===== src/rtl/bcd_digit_collector.sv =====
// Sequencer/collector around bcd_sequential. It starts a conversion, pulses next_quotient
// once per digit, captures the digits MSD first and presents a packed BCD word with a blank mask.
module bcd_digit_collector #(
  parameter int FIRST_WAIT = 4,
  parameter int NEXT_WAIT  = 5
) (
  input  logic        SYS_clk,
  input  logic        reset,
  input  logic        in_valid,
  output logic        in_ready,
  input  logic [25:0] in_bin,
  output logic [25:0] conv_bin,
  output logic        conv_bin_en,
  output logic        conv_next_quotient,
  input  logic [3:0]  conv_dec,
  output logic        busy,
  output logic        out_valid,
  input  logic        out_ready,
  output logic [31:0] bcd_out,
  output logic [7:0]  blank_mask
);

  localparam int DIGITS = 8;
  localparam logic [2:0] IDX_LAST = 3'(DIGITS - 1);
  localparam logic [3:0] FW_LD    = 4'(FIRST_WAIT - 1);
  localparam logic [3:0] NW_LD    = 4'(NEXT_WAIT - 1);

  typedef enum logic [2:0] {S_IDLE, S_START, S_WAIT, S_SAMPLE, S_DONE} state_t;

  state_t      state, state_nxt;
  logic [3:0]  cnt;
  logic [2:0]  idx;
  logic [7:0]  blank_c;
  logic        zero_run;

  always_comb begin
    state_nxt = state;
    case (state)
      S_IDLE:   if (in_valid) state_nxt = S_START;
      S_START:  state_nxt = S_WAIT;
      // Leave WAIT on the cycle the counter reaches zero, so SAMPLE lands exactly W cycles on
      S_WAIT:   if (cnt <= 4'd1) state_nxt = S_SAMPLE;
      S_SAMPLE: state_nxt = (idx == 3'd0) ? S_DONE : S_WAIT;
      S_DONE:   if (out_ready) state_nxt = S_IDLE;
      default:  state_nxt = S_IDLE;
    endcase
  end

  assign in_ready           = (state == S_IDLE);
  assign conv_bin_en        = (state == S_START);
  assign conv_next_quotient = (state == S_SAMPLE) && (idx != 3'd0);
  assign busy               = (state == S_START) || (state == S_WAIT) || (state == S_SAMPLE);
  assign out_valid          = (state == S_DONE);

  // Leading-zero run from the MSD down; digit 0 is always shown
  always_comb begin
    blank_c  = '0;
    zero_run = 1'b1;
    for (int k = DIGITS - 1; k >= 1; k--) begin
      zero_run   = zero_run & (bcd_out[k*4 +: 4] == 4'd0);
      blank_c[k] = zero_run;
    end
  end

  always_ff @(posedge SYS_clk) begin
    if (reset) begin
      state      <= S_IDLE;
      conv_bin   <= '0;
      bcd_out    <= '0;
      blank_mask <= '0;
      cnt        <= '0;
      idx        <= '0;
    end else begin
      state <= state_nxt;
      case (state)
        S_IDLE: if (in_valid) begin
          conv_bin <= in_bin;
          bcd_out  <= '0;
          idx      <= IDX_LAST;
        end
        S_START: cnt <= FW_LD;
        S_WAIT:  cnt <= cnt - 4'd1;
        S_SAMPLE: begin
          bcd_out[{idx, 2'b00} +: 4] <= conv_dec;
          if (idx != 3'd0) begin
            idx <= idx - 3'd1;
            cnt <= NW_LD;
          end else begin
            // Nibbles 7..1 are final here; nibble 0 never affects the mask
            blank_mask <= blank_c;
          end
        end
        default: ;
      endcase
    end
  end

endmodule


===== config.mk =====
export PLATFORM = sky130hd
export DESIGN_NAME = bcd_digit_collector
export DESIGN_NICKNAME = d
export VERILOG_FILES = /design/src/rtl/bcd_digit_collector.sv
export SDC_FILE = /design/constraint.sdc
export NUM_CORES = 1
export LEC_CHECK = 0
export BUFFER_PORTS_ARGS = -buffer_cell sky130_fd_sc_hd__buf_2
export CORE_MARGIN = 2
export CORE_UTILIZATION = 50
export CTS_BUF_LIST = sky130_fd_sc_hd__clkbuf_16
export DETAILED_ROUTE_END_ITERATION = 12
export HOLD_SLACK_MARGIN = 0.1
export PLACE_DENSITY = 0.88
export RECOVER_POWER = 50
export SLEW_MARGIN = 10
export SYNTH_ARGS = -nofsm -noshare
export SYNTH_HDL_FRONTEND = slang
export SYNTH_SLANG_ARGS = --single-unit
export TNS_END_PERCENT = 30

===== constraint.sdc =====
create_clock -name SYS_clk -period 3.25 [get_ports SYS_clk]
set_input_delay 0.1625 -clock SYS_clk [delete_from_list [all_inputs] [get_ports SYS_clk]]
set_output_delay 0.1625 -clock SYS_clk [all_outputs]
set_load 0.01 [all_outputs]

==> results of run 1 <==
kinds of logic (layout without fill, tap and decap cells):
logic type               Yosys count  after routing  synth area share, %
AO/OA/AOI/OAI                     91             91                19.68
XOR/XNOR                           1              1               0.2728
adder cells (fa/ha/maj)            9              9                3.507
buffers and inverters             37            160                5.533
flip-flops                        75             75                46.77
multiplexers                       3              3               0.9353
other                              1              1               0.1168
AND/OR/NAND/NOR                  144            144                23.19
area by class of cell:
| class | instances | area, µm² | share of cell area [%] |
|---|---|---|---|
| clock buffers | 9 | 225.2 | 5.394 |
| clock inverters | 7 | 43.79 | 1.049 |
| inverters | 9 | 33.78 | 0.8091 |
| multi-input cells | 249 | 1531 | 36.68 |
| flip-flops and latches | 75 | 1501 | 35.96 |
| well taps | 77 | 96.34 | 2.307 |
| repair buffers | 135 | 743.2 | 17.80 |
registers in the layout (all words and copies together), names as in the netlist:
| register | cells |
|---|---|
| idx | 3 |
| blank_mask | 7 |
| bcd_out | 32 |
| cnt | 4 |
| state | 3 |
| conv_bin | 26 |
where the power goes:
group / total, mW / leakage, nW / switching (mW) / internal, mW
Clock: 0.896 / 0.133 / 0.383 / 0.513
Combinational: 1.04 / 0.932 / 0.657 / 0.382
Sequential: 1.21 / 0.610 / 0.163 / 1.05
critical path: stages, from the launching register on:
cell and delay, ns:
dfxtp_1 0.58, inv_1 0.17, ha_1 0.25, ha_1 0.46, o21ai_0 0.17, nor4_2 0.39
nor2_1 0.14, a32o_1 0.23
how the worst max path moves through the flow:
stage	endpoint	slack, ns	depth (start not counted)
floorplan	bcd_out[17]	0.88	9
global placement	bcd_out[17]	0.94	7
detailed placement	bcd_out[18]	0.79	7
CTS	bcd_out[18]	0.77	7
global route	bcd_out[17]	0.50	7
finish	bcd_out[18]	0.74	7
what timing repair did:
action                    CTS  global route
hold buffers               29             0
hold endpoints to repair   29             0
buffers inserted            0             0
gates resized for setup     0             0
synth_stat cells (all sizes together):
master	instances
dfxtp	75
nand2	60
a21oi	38
nor2	26
a22o	22
clkbuf	15
buf	13
nor3	11
ha	9
inv	9
nor2b	8
a31oi	6
nand3	6
o21ai	6
a32o	5
nand2b	5
nor4	5
or4	5
and2	4
a211oi	3
a311oi	3
mux2i	3
nand3b	3
nand4b	3
and3b	2
nand4	2
o31ai	2
or2	2
a211o	1
a21o	1
a221oi	1
a22oi	1
a32oi	1
conb	1
nor3b	1
o21ba	1
or4b	1
xor2	1
metal layers:
| metal | up-vias | track usage [%] | share of wire (%) |
|---|---|---|---|
| met5 | - | 0 | 0 |
| met2 | 164 | 45.02 | 50 |
| met4 | 0 | 8.065 | 2.1 |
| met3 | 28 | 7.375 | 7.8 |
| met1 | 1504 | 30.76 | 41 |
| li1 | 1505 | - | - |
through the flow:
stage               total power, mW  area (µm²)  setup WS [ns]  util (%)
floorplan                     1.980        3211         0.8793         -
global placement              2.180        3701         0.9392     58.96
detailed placement            2.229        3701         0.7931     58.96
CTS                           3.142        4260         0.7749     67.87
global route                  3.334        4175         0.4999     66.51
finish                        3.148        4175         0.7376     66.51
==> results.cfg, run 1 <==
[status]
status = finished clean

[clocking]
clock_latency_ns = 0.33
cts_buffer_depth = 2
clkSinkCount = 75
clk_transition_reported_paths_ns = 0.06
htree_levels = 3
tritoncts = yes
cts_made_buffers = 9
clock-root-buffer = clkbuf_16

[logic_synthesis]
synth_fp_nets = 404
ys_warn_count = 0
yosys.area.top_type = dfxtp_1
seq_area_frac_synth_pct = 46.77
synth_area_leaders = dfxtp_1 (47%), nand2_1 (7.0%), a22o_1 (6.0%), a21oi_1 (5.9%), ha_1 (3.5%)
synthCells = 361
synth.top_cell.area_share_pct = 46.77
synth.distinct_cells = 51
syn_area_um2 = 3211
syn_avg_cell_area_um2 = 8.894
synth_seq_cells = 75

[final_layout]
n_fill_cell = 505
instances_no_fill = 561
nNetsFinal = 522
final_common_cell = dfxtp_1
syn_to_final_growth_pct = 30.05
drive_gt1_share_pct = 13.22
layout_common_cells = dfxtp_1 (75), clkbuf_1 (68), nand2_1 (60)
diodes = 0

[critical_path]
path_class = flip-flop to flip-flop
path_max_fanout = 12
ff2ff_setup_slack_ns = 0.74
rr_worst_depth = 7
startpoint_type = flip-flop
required_ns = 3.47
rr_startpoint = idx[0]
cp-startpoint = idx[0]
rr_endpoint = bcd_out[18]
cp-end-kind = flip-flop
arrival_ns = 2.73

[sta]
fin_crit_sh_pct = 77.31
finalCriticalPeriod_ns = 2.512
hold_violations = 0
hold-worst-slack_ns = 0.1231
finalSetupViolations = 0
drv_slew = 0
slew_headroom_pct = 37.52
worstMarginPinSlew_ns = 0.9372
clock_skew_ns = 0.006558
rsz0062_at_grt = no
fmax_mhz = 398.0
tns_ns = 0

[floorplan]
start_util_pct = 51.15
fp.dieArea_um2 = 7078
io_pins = 105
fp.coreArea_um2 = 6277
rows = 29
die_x_um = 84.13
die_h_um = 84.13

[global_route]
antenna_found_initial = 0
grt-ovfl-total = 0
grt_pass1_wl_mm = 14.68
grt_pass1_vias = 2996
grt_max_degree = 29
grtUsageTotal_pct = 25.82

[pwr]
ir_drop_uv = 466.2
p_leak_nw = 1.675
power_density_nw_per_um2 = 753.9

[job]
maxCapViolCount = 0

[route]
antenna_left = 0
first_pass_iters = 5
drt-total-wl_mm = 9.339
drt_iter0_drc = 232
drc_errors = 0
viasPerCell = 5.706
wl_per_cell_um = 16.65
num_vias = 3201

[placed_design]
dp_hpwl_mm = 5.986
gp_congestion = 0.8321
io_buffers = 103
dp.cells = 516

[hold_path]
worstHoldPathType = input pin to flip-flop
holdPathStages = 3
whs_endpoint = bcd_out[2]
min_from = conv_dec[2]
Note: power is estimated with default switching activity, not from simulation.
==> run 2, diff against run 1 <==
- ABC_AREA: unset -> 1
- CORE_UTILIZATION: 50 -> 46
- PLACE_DENSITY: 0.88 -> 0.85
- clock period: 3.25 -> 2.2 ns (I/O delays scaled with it)
==> results.cfg, run 2 <==
[floorplan]
die_x_um = 89.22
die_h_um = 89.22
start_util_pct = 46.81
rows = 31
io_pins = 105
fp.dieArea_um2 = 7960
fp.coreArea_um2 = 7137

[critical_path]
worstSetupPathDepth = 9
path_cells = inv_1, ha_1, ha_1, inv_1, nor3_1, buf_4, nand2_2, nand3_1, a21oi_1
ff2ff_setup_slack_ns = 0.21
cp-end-kind = flip-flop
startpoint_type = flip-flop
crit_buf_inv = 3
slowest_delay_ns = 0.37
required_ns = 2.40
rr_worst_depth = 9
path_class = flip-flop to flip-flop
rr_endpoint = bcd_out[6]
path_max_fanout = 5
arrival_ns = 2.19
critPathSlowestCell = dfxtp_2
rr_startpoint = idx[1]
critical_path.top_delay_family = adder cells

[clocking]
tritoncts = yes
clock-root-buffer = clkbuf_16
clock_latency_ns = 0.33
clk_transition_reported_paths_ns = 0.06
cts_made_buffers = 9
htree_levels = 3
cts_buffer_depth = 2
clkSinkCount = 75

[route]
num_vias = 3607
wl_per_cell_um = 14.31
drt-total-wl_mm = 9.671
drc_errors = 0
viasPerCell = 5.336
first_pass_iters = 7
drt_iter0_drc = 381
antenna_left = 0

[final_layout]
n_fill_cell = 677
drive_gt1_share_pct = 13.69
layout_common_cells = nand2_1 (80), nand3_1 (74), dfxtp_1 (74)
multi_input_area_um2 = 1614
syn_to_final_growth_pct = 33.97
nNetsFinal = 616
diodes = 0
largest_reg_flops = 32
fin_util_pct = 62.71
seq_area_um2 = 1503
largest-register = bcd_out
reg_top3 = bcd_out (32), conv_bin (26), blank_mask (7)
final_common_cell = nand2_1

[logic_synthesis]
yosys.area.top_type = dfxtp_1
syn_area_um2 = 3341
synth_commonest_cells = nand2_1 (78), dfxtp_1 (75), nand3_1 (75), a21oi_1 (71), nor2_1 (29)
ys_warn_count = 0
synth.distinct_cells = 30
synth_fp_nets = 484
synth_seq_cells = 75
seq_area_frac_synth_pct = 44.94
synthCells = 441
synth-edff-count = 0
synth.top_cell.area_share_pct = 44.94
synthArstFlopShare_pct = 0
syn_avg_cell_area_um2 = 7.575
synth_area_leaders = dfxtp_1 (45%), nand3_1 (11%), a21oi_1 (11%), nand2_1 (8.8%), ha_1 (3.4%)
ys.flop_type = dfxtp_1
post-synth-top-count-cell = nand2_1

[sta]
drv_slew = 0
worstMarginPinSlew_ns = 0.5825
tns_ns = 0
fmax_mhz = 502.5
finalSetupViolations = 0
hold_violations = 0
clock_skew_ns = 0.005021
fin_crit_sh_pct = 90.46
rsz0062_at_grt = no
slew_headroom_pct = 61.16
finalCriticalPeriod_ns = 1.990

[hold_path]
worstHoldPathType = input pin to flip-flop
min_from = conv_dec[0]
holdPathStages = 3
whs_endpoint = bcd_out[16]

[global_route]
use_met1_pct = 31.75
grt_pass1_vias = 3358
busiest_layer = met2
antenna_found_initial = 0
use_met3_pct = 4.986
grtUsageTotal_pct = 24.65
use_met2_pct = 40.27
grt_max_degree = 61
grt-ovfl-total = 0
grt_pass1_wl_mm = 15.35

[placed_design]
io_buffers = 103
gp_congestion = 0.9090
dp_hpwl_mm = 6.226

[pwr]
p_leak_nw = 1.730
ir_drop_uv = 488.0
power_density_nw_per_um2 = 879.7

[job]
maxCapViolCount = 0

[status]
status = finished clean
## run 2: cell types whose count changed after synthesis, moves of 8 or more
cell / delta
a21oi_1: +33
a22o_1: -22
inv_1: +16
nand2_1: +18
nand3_1: +69
nor2b_1: -8
nor3_1: +8
o21ai_0: +8
## run 2: layer usage
metal / part of all wire [%] / vias to the layer above
met3: 6.1 / 28
met4: 2.6 / 0
met1: 43 / 1681
met2: 48 / 156
met5: 0 / -
li1: - / 1742
## run 2: kinds of logic (layout without fill, tap and decap cells)
group	after synthesis	in the layout	share of synthesized area [%]
fa+ha+maj	9	9	3.371
xor+xnor	1	1	0.2622
simple gates	218	218	31.35
compound gates	86	86	13.03
flops	75	75	44.94
buf+inv	51	187	6.928
other cells	1	1	0.1123
## run 2: worst max-delay path by stage
stage / startpoint / slack (ns) / end
5_1_grt: idx[1] / 0.06 / bcd_out[18]
6_report: idx[1] / 0.21 / bcd_out[6]
3_3_place_gp: idx[1] / 0.23 / bcd_out[7]
2_1_floorplan: idx[0] / 0.21 / bcd_out[12]
4_1_cts: idx[1] / 0.04 / bcd_out[18]
3_5_place_dp: idx[1] / 0.12 / bcd_out[19]
## run 2: worst min-delay path: stages
cell and delay, ns:
buf_2 0.13, nand4_1 0.10, a21oi_1 0.06
## run 2: final cells by class
type / instances / area share, %
multi-input combinational: 315 / 36.06
sequential: 75 / 33.58
timing repair buffer: 143 / 18.28
clock buffer: 9 / 5.032
tap: 99 / 2.768
inverter: 29 / 2.460
clock inverter: 6 / 1.817
## run 2: timing repair
item                       in CTS  in global routing
setup endpoints to repair       0                  7
gates resized for setup         0                  4
hold endpoints to repair       31                  0
hold buffers                   30                  0
setup buffers                   0                  0
## run 2: stage by stage
step / hold WS, ns / std cells / power [mW] / worst slack [ns] / area [µm²]
final: 0.1301 / 676 / 3.937 / 0.2100 / 4476
after global routing: 0.1230 / 676 / 4.113 / 0.05946 / 4476
after CTS: 0.1079 / 676 / 3.929 / 0.03782 / 4553
after detailed placement: 0.3884 / 631 / 2.375 / 0.1194 / 3946
after global placement: 0.3833 / 631 / 2.347 / 0.2323 / 3946
after floorplan: 0.2573 / 441 / 2.145 / 0.2078 / 3341
## run 2: power breakdown
group	leakage (nW)	internal, mW	switching, mW
clock network	0.149	0.978	0.543
registers	0.610	1.45	0.0671
logic	0.971	0.299	0.597
